<file path="src/rtl/alu_pkg.sv">
`default_nettype none
// ============================================================================
//  Module      : alu_pkg
//  Description : Shared types and constants for the ALU dispatcher: FSM state
//                encoding, functional-unit select codes, opcode values and
//                the latched request record.
//  Revision    : 1.0  initial release
// ============================================================================
package alu_pkg;

    localparam int unsigned DATA_W = 8;
    localparam int unsigned UNIT_W = 3;
    localparam int unsigned OPC_W  = 4;

    // Dispatcher FSM states
    typedef enum logic [1:0] {
        ST_IDLE  = 2'd0,
        ST_ISSUE = 2'd1,
        ST_WAIT  = 2'd2,
        ST_RESP  = 2'd3
    } state_t;

    // Functional-unit select codes; 3'b000 means "no unit" and is illegal
    // as a request target.
    localparam logic [UNIT_W-1:0] UNIT_NONE   = 3'b000;
    localparam logic [UNIT_W-1:0] UNIT_ADDSUB = 3'b001;
    localparam logic [UNIT_W-1:0] UNIT_LOGIC  = 3'b010;
    localparam logic [UNIT_W-1:0] UNIT_SHIFT  = 3'b011;
    localparam logic [UNIT_W-1:0] UNIT_MULT   = 3'b100;

    // Opcodes understood by the functional units
    localparam logic [OPC_W-1:0] OP_NOP       = 4'b0000;
    localparam logic [OPC_W-1:0] OP_INC       = 4'b0001;
    localparam logic [OPC_W-1:0] OP_ADD       = 4'b0010;
    localparam logic [OPC_W-1:0] OP_SUB       = 4'b0011;
    localparam logic [OPC_W-1:0] OP_DEC       = 4'b0100;
    localparam logic [OPC_W-1:0] OP_ONES_COMP = 4'b0101;

    // Request as held by the dispatcher while it is in flight
    typedef struct packed {
        logic [UNIT_W-1:0] sel;
        logic [OPC_W-1:0]  opcode;
        logic [DATA_W-1:0] a;
        logic [DATA_W-1:0] b;
    } req_t;

    function automatic logic unit_is_legal(input logic [UNIT_W-1:0] sel);
        return (sel != UNIT_NONE);
    endfunction

endpackage : alu_pkg
`default_nettype wire

</file>
<file path="src/rtl/alu_wait_timer.sv">
`default_nettype none
// ============================================================================
//  Module      : alu_wait_timer
//  Description : Counts cycles spent waiting for a functional unit.
//                The count starts at 0 on the first enabled cycle and steps
//                once per enabled cycle. 'armed' says the ignore window has
//                elapsed; 'timeout' fires in the last permitted wait cycle so
//                the owner leaves WAIT on the edge the count reaches TIMEOUT.
//  Ports       : clk, reset_n  - clock, async active-low reset
//                clear         - synchronous return of the count to 0
//                enable        - count this cycle (owner is waiting)
//                armed         - count >= IGNORE (flag may be honoured)
//                timeout       - enabled and on the final wait cycle
//  Revision    : 1.0  initial release
// ============================================================================
module alu_wait_timer #(
    parameter int unsigned TIMEOUT = 4,   // must be >= 1
    parameter int unsigned IGNORE  = 1
) (
    input  logic clk,
    input  logic reset_n,
    input  logic clear,
    input  logic enable,
    output logic armed,
    output logic timeout
);

    // The count never exceeds TIMEOUT-1, so that is all it must hold.
    localparam int unsigned CW = (TIMEOUT < 2) ? 1 : $clog2(TIMEOUT);
    localparam logic [CW-1:0] C_LAST = CW'(TIMEOUT - 1);

    logic [CW-1:0] r_count;
    logic          w_at_last;

    assign w_at_last = (r_count == C_LAST);

    always_ff @(posedge clk or negedge reset_n) begin
        if (!reset_n) begin
            r_count <= '0;
        end else if (clear) begin
            r_count <= '0;
        end else if (enable && !w_at_last) begin
            r_count <= r_count + CW'(1);
        end
    end

    assign armed   = (32'(r_count) >= IGNORE);
    assign timeout = enable && w_at_last;

endmodule : alu_wait_timer
`default_nettype wire

</file>
<file path="src/rtl/alu_dispatcher.sv">
`default_nettype none
// ============================================================================
//  Module      : alu_dispatcher
//  Description : Accepts one operation request at a time, drives it to the
//                selected functional unit, waits (bounded) for the unit's
//                completion flag and returns the result or an error response.
//  Ports       : clk, reset_n                 - clock, async active-low reset
//                req_valid/req_ready          - request handshake
//                req_unit, req_opcode,
//                req_a, req_b                 - request fields
//                select, opcode, a, b         - drive to the functional units
//                flag, unit_result            - unit completion and result
//                rsp_valid/rsp_ready          - response handshake
//                rsp_result, rsp_error        - response payload
//                op_count                     - error-free responses, wraps
//  Revision    : 1.0  initial release
// ============================================================================
module alu_dispatcher
    import alu_pkg::*;
#(
    parameter int unsigned TIMEOUT     = 4,
    parameter int unsigned FLAG_IGNORE = 1
) (
    input  logic              clk,
    input  logic              reset_n,

    input  logic              req_valid,
    output logic              req_ready,
    input  logic [UNIT_W-1:0] req_unit,
    input  logic [OPC_W-1:0]  req_opcode,
    input  logic [DATA_W-1:0] req_a,
    input  logic [DATA_W-1:0] req_b,

    output logic [UNIT_W-1:0] select,
    output logic [OPC_W-1:0]  opcode,
    output logic [DATA_W-1:0] a,
    output logic [DATA_W-1:0] b,
    input  logic              flag,
    input  logic [DATA_W-1:0] unit_result,

    output logic              rsp_valid,
    input  logic              rsp_ready,
    output logic [DATA_W-1:0] rsp_result,
    output logic              rsp_error,
    output logic [7:0]        op_count
);

    state_t            r_state;
    state_t            w_state_next;

    req_t              r_req;
    logic [DATA_W-1:0] r_rsp_result;
    logic              r_rsp_error;
    logic [7:0]        r_op_count;

    logic              w_accept;      // legal request latched this edge
    logic              w_reject;      // illegal unit: straight to error response
    logic              w_done_ok;     // qualifying flag seen in WAIT
    logic              w_done_err;    // wait expired without a qualifying flag
    logic              w_handshake;   // response consumed this edge

    logic              w_timer_clear;
    logic              w_timer_en;
    logic              w_timer_armed;
    logic              w_timer_expired;

    // ------------------------------------------------------------------
    // Wait-cycle timer
    // ------------------------------------------------------------------
    alu_wait_timer #(
        .TIMEOUT (TIMEOUT),
        .IGNORE  (FLAG_IGNORE)
    ) u_wait_timer (
        .clk     (clk),
        .reset_n (reset_n),
        .clear   (w_timer_clear),
        .enable  (w_timer_en),
        .armed   (w_timer_armed),
        .timeout (w_timer_expired)
    );

    // ------------------------------------------------------------------
    // State register
    // ------------------------------------------------------------------
    always_ff @(posedge clk or negedge reset_n) begin
        if (!reset_n) begin
            r_state <= ST_IDLE;
        end else begin
            r_state <= w_state_next;
        end
    end

    // ------------------------------------------------------------------
    // Next state and unit-side / handshake outputs
    // ------------------------------------------------------------------
    always_comb begin
        w_state_next  = r_state;
        req_ready     = 1'b0;
        rsp_valid     = 1'b0;
        select        = UNIT_NONE;
        opcode        = OP_NOP;
        a             = '0;
        b             = '0;
        w_accept      = 1'b0;
        w_reject      = 1'b0;
        w_done_ok     = 1'b0;
        w_done_err    = 1'b0;
        w_handshake   = 1'b0;
        w_timer_clear = 1'b1;
        w_timer_en    = 1'b0;

        case (r_state)
            ST_IDLE: begin
                // Ready is held low while reset is asserted and rises the
                // moment it is released.
                req_ready = reset_n;
                if (req_valid) begin
                    if (unit_is_legal(req_unit)) begin
                        w_accept     = 1'b1;
                        w_state_next = ST_ISSUE;
                    end else begin
                        w_reject     = 1'b1;
                        w_state_next = ST_RESP;
                    end
                end
            end

            ST_ISSUE: begin
                // Flag is not looked at here; a unit cannot have finished
                // an operation it has only just been handed.
                select       = r_req.sel;
                opcode       = r_req.opcode;
                a            = r_req.a;
                b            = r_req.b;
                w_state_next = ST_WAIT;
            end

            ST_WAIT: begin
                select        = r_req.sel;
                opcode        = r_req.opcode;
                a             = r_req.a;
                b             = r_req.b;
                w_timer_clear = 1'b0;
                w_timer_en    = 1'b1;
                // A qualifying flag takes priority over expiry on the
                // same edge.
                if (flag && w_timer_armed) begin
                    w_done_ok    = 1'b1;
                    w_state_next = ST_RESP;
                end else if (w_timer_expired) begin
                    w_done_err   = 1'b1;
                    w_state_next = ST_RESP;
                end
            end

            ST_RESP: begin
                rsp_valid = 1'b1;
                if (rsp_ready) begin
                    w_handshake  = 1'b1;
                    w_state_next = ST_IDLE;
                end
            end

            default: begin
                w_state_next = ST_IDLE;
            end
        endcase
    end

    // ------------------------------------------------------------------
    // Latched request
    // ------------------------------------------------------------------
    always_ff @(posedge clk or negedge reset_n) begin
        if (!reset_n) begin
            r_req <= '0;
        end else if (w_accept) begin
            r_req.sel    <= req_unit;
            r_req.opcode <= req_opcode;
            r_req.a      <= req_a;
            r_req.b      <= req_b;
        end
    end

    // ------------------------------------------------------------------
    // Response payload: only written on entry to RESP, so it stays
    // stable for as long as the consumer stalls.
    // ------------------------------------------------------------------
    always_ff @(posedge clk or negedge reset_n) begin
        if (!reset_n) begin
            r_rsp_result <= '0;
            r_rsp_error  <= 1'b0;
        end else if (w_reject || w_done_err) begin
            r_rsp_result <= '0;
            r_rsp_error  <= 1'b1;
        end else if (w_done_ok) begin
            r_rsp_result <= unit_result;
            r_rsp_error  <= 1'b0;
        end
    end

    // ------------------------------------------------------------------
    // Completed error-free operation counter (natural 8-bit wrap)
    // ------------------------------------------------------------------
    always_ff @(posedge clk or negedge reset_n) begin
        if (!reset_n) begin
            r_op_count <= 8'h00;
        end else if (w_handshake && !r_rsp_error) begin
            r_op_count <= r_op_count + 8'h01;
        end
    end

    assign rsp_result = r_rsp_result;
    assign rsp_error  = r_rsp_error;
    assign op_count   = r_op_count;

endmodule : alu_dispatcher
`default_nettype wire

</file>
<file path="config.mk">
export PLATFORM = sky130hd
export DESIGN_NAME = alu_dispatcher
export DESIGN_NICKNAME = d
export VERILOG_FILES = /design/src/rtl/alu_pkg.sv /design/src/rtl/alu_wait_timer.sv /design/src/rtl/alu_dispatcher.sv
export SDC_FILE = /design/constraint.sdc
export NUM_CORES = 1
export LEC_CHECK = 0
export CAP_MARGIN = 20
export CORE_ASPECT_RATIO = 0.9
export CORE_MARGIN = 4
export CORE_UTILIZATION = 45
export DETAILED_ROUTE_END_ITERATION = 8
export GPL_TIMING_DRIVEN = 0
export HOLD_SLACK_MARGIN = 0.05
export PLACE_DENSITY = 0.88
export SETUP_SLACK_MARGIN = 0.5
export SLEW_MARGIN = 10
export SYNTH_ARGS = -nofsm -noshare
export SYNTH_HDL_FRONTEND = slang
export SYNTH_SLANG_ARGS = --single-unit
export TNS_END_PERCENT = 10
</file>
<file path="constraint.sdc">
create_clock -name clk -period 3 [get_ports clk]
set_clock_uncertainty 0.15 [all_clocks]
set_input_delay 0.75 -clock clk [delete_from_list [all_inputs] [get_ports clk]]
set_output_delay 0.75 -clock clk [all_outputs]
set_load 0.05 [all_outputs]
</file>
==> results_dict.tcl <==
set metrics [dict create \
    status "completed" \
    synth-main-ff-cell "dfrtp_1" \
    fin_crit_ps 2475 \
    relSlewSlack_pct 65.47 \
    ctsHoldBuffers 0 \
    clockBufferDepth 2 \
    setup_viol 0 \
    cts.sinks 44 \
    netlist.area_leader.share_pct 51.67 \
    synth_nets 205 \
    die_y_um 73.28 \
    initial_utilization_pct 47.16 \
    crit-reg2reg-capture "r_req[5]" \
    h-tree-depth 2 \
    grt_pass1_vias 1601 \
    grt_setup_unrepaired "true" \
    stdcell_area_um2 3070 \
    rr_startpoint "r_state[1]" \
    min_path_type "primary input to asynchronous set/reset pin" \
    finalHoldViolCount 0 \
    fillers 352 \
    synthesis.area_um2 2131 \
    vias_per_cell 4.896 \
    synthArstFlopShare_pct 100.0 \
    fp.dieW_um 80.54 \
    placedCellCount 303 \
    cts_tree "done" \
    globalRouteOverflowTotal 0 \
    cpPeakStageDelay_ps 390 \
    synth.top_cells.by_area "dfrtp_1 (52%), mux2_4 (12%), and2_1 (7.3%)" \
    path_depth 4 \
    slowest_stage "dfrtp_1" \
    clock_latency_ps 290 \
    start_kind "flop" \
    rrSetupSlack_ps 1190 \
    path_class "flop to output port" \
    drtPass1Iterations 4 \
    ys_seq_area_share_pct 51.67 \
    grt_max_degree 28 \
    drv_slew 0 \
    vias 1513 \
    final_cells 309 \
    root_buffer "clkbuf_8" \
    worstMarginPinSlew_ps 516.3 \
    wl_um 4959 \
    clk_pin_slew_ps 80 \
    cp_top_family "buffers and inverters" \
    dieArea_um2 5902 \
    arrival_ps 1570 \
    finalSetupTns_ps 0 \
    cp_cell_sequence "inv_1 > ha_4 > and2_1 > clkdlybuf4s15_2" \
    numCtsBuffers 5 \
    drv_cap 0 \
    drc 0 \
    diodes 0 \
    yosys.cell_types.count 28 \
    routabilityCongestion 0.7214 \
    synth_warnings 0 \
    core_um2 4518 \
    track_usage_pct 17.89 \
    dpl-instance-area_um2 2994 \
    ff2ff_path_depth 6 \
    synthTopCellsByCount "dfrtp_1 (44), and2_1 (25), mux2_4 (17)" \
    ys_ff_latch 44 \
    pin_count 78 \
    synth_area_per_cell_um2 13.07 \
    post_drt_wl_per_cell_um 16.05 \
    numPortBuffers 77 \
    grt_first_pass_wirelength_um 8038 \
    critPathBufInv 2 \
    nets 291 \
    max_freq_ghz 0.4041 \
    ant_nets 0 \
    core.rowCount 23 \
    synth_edf_count 0 \
    crit_path_end_kind "output port" \
    crit_fanout 6 \
    drive_above_1_share_pct 25.91 \
    synth_cells 163 \
    yosysMostFrequentCell "dfrtp_1" \
    yosys.area.top_type "dfrtp_1" \
    antenna_found_initial 0 \
    place_hpwl_um 3756 \
    worstPathRequired_ps 2100 \
    post-route-period-util_pct 82.49 \
    syn_to_final_growth_pct 44.10 \
    drtIter0Drc 42 \
]
through the flow:
step / setup WS (ps) / utilization (%) / hold slack [ps]
after floorplan: 733.1 / - / 304.4
after global placement: -1689 / 65.94 / 308.0
after detailed placement: -309.3 / 66.27 / 318.8
after CTS: 391.9 / 67.24 / 136.4
after global routing: 429.0 / 67.96 / 140.2
final: 525.2 / 67.96 / 136.3
worst max path at each step:
stage | from | to | slack, ps
floorplan | r_state[1] | a[0] | 730
global placement | reset_n | req_ready | -1690
detailed placement | reset_n | req_ready | -310
CTS | reset_n | req_ready | 390
global route | r_state[1] | b[7] | 430
finish | r_state[1] | a[1] | 530
cell usage in the layout (no fill, tap or decap):
master	count
clkbuf_4	1
nor2b_1	2
inv_1	5
nand3_4	1
and2_1	25
xnor2_1	4
a21o_1	1
nand3b_1	2
dfrtp_1	44
nand4_1	1
buf_6	5
dlymetal6s2s_1	1
clkdlybuf4s15_2	3
nor2_1	10
nand3_1	3
or3_4	1
clkdlybuf4s50_1	50
ha_1	5
and4b_1	1
o22ai_2	1
dlygate4sd2_1	1
buf_2	2
and3_1	1
nand2b_1	2
buf_4	18
mux2i_1	12
a32o_1	3
nand2_1	3
o221a_2	1
xor2_1	4
ha_4	1
mux2_4	17
mux2_2	4
clkbuf_8	6
buf_12	3
nor3_1	3
registers in the layout, indices dropped and copies added, names as in the netlist:
register              flops
r_req                    23
u_wait_timer.r_count      2
rsp_error                 1
r_state                   2
rsp_result                8
op_count                  8
kinds of logic after synthesis:
| kind of cell | after synthesis | synth area share [%] |
|---|---|---|
| xor gates and xnor gates | 8 | 3.288 |
| muxes | 33 | 19.73 |
| adders and majority gates | 6 | 3.523 |
| DFF | 44 | 51.67 |
| buffers and inverters | 11 | 3.582 |
| AOI/OAI and AO/OA | 6 | 2.877 |
| and+or+nand+nor | 55 | 15.33 |
what timing repair did:
| item | in CTS | in global routing |
|---|---|---|
| endpoints found under the setup margin | 26 | 26 |
| setup buffers | 0 | 1 |
| gates resized for setup | 138 | 16 |
| cloned | 0 | 0 |
cell type report:
| cell class | count | area [µm²] | area share (%) |
|---|---|---|---|
| buffer | 6 | 71.32 | 2.323 |
| clock buffer | 5 | 68.82 | 2.241 |
| inverter | 5 | 18.77 | 0.6112 |
| multi-input combinational | 108 | 965.9 | 31.46 |
| sequential | 44 | 1101 | 35.86 |
| tap | 62 | 77.57 | 2.526 |
| timing repair buffer | 79 | 767.0 | 24.98 |
worst register-to-register path: cells and delay by family, from the launching register on:
| family | cells | cell delay [ps] |
|---|---|---|
| buf+inv | 3 | 520 |
| flops | 1 | 410 |
| mux | 1 | 300 |
| simple gates | 1 | 160 |
| fa+ha+maj | 1 | 140 |
layer usage:
layer  vias up  routed length, µm  GRT usage (%)  share of wire, %
li1        725                  -              -                 -
met1       747               2091          22.04                42
met2        32               2582          31.53                52
met3         9                167          2.819               3.4
met4         0                117          6.942               2.4
met5         -                  0              0                 0
Power is left out: the tool's default activity adds up to more than one toggle a clock period on the data nets, which glitch-free logic cannot reach.
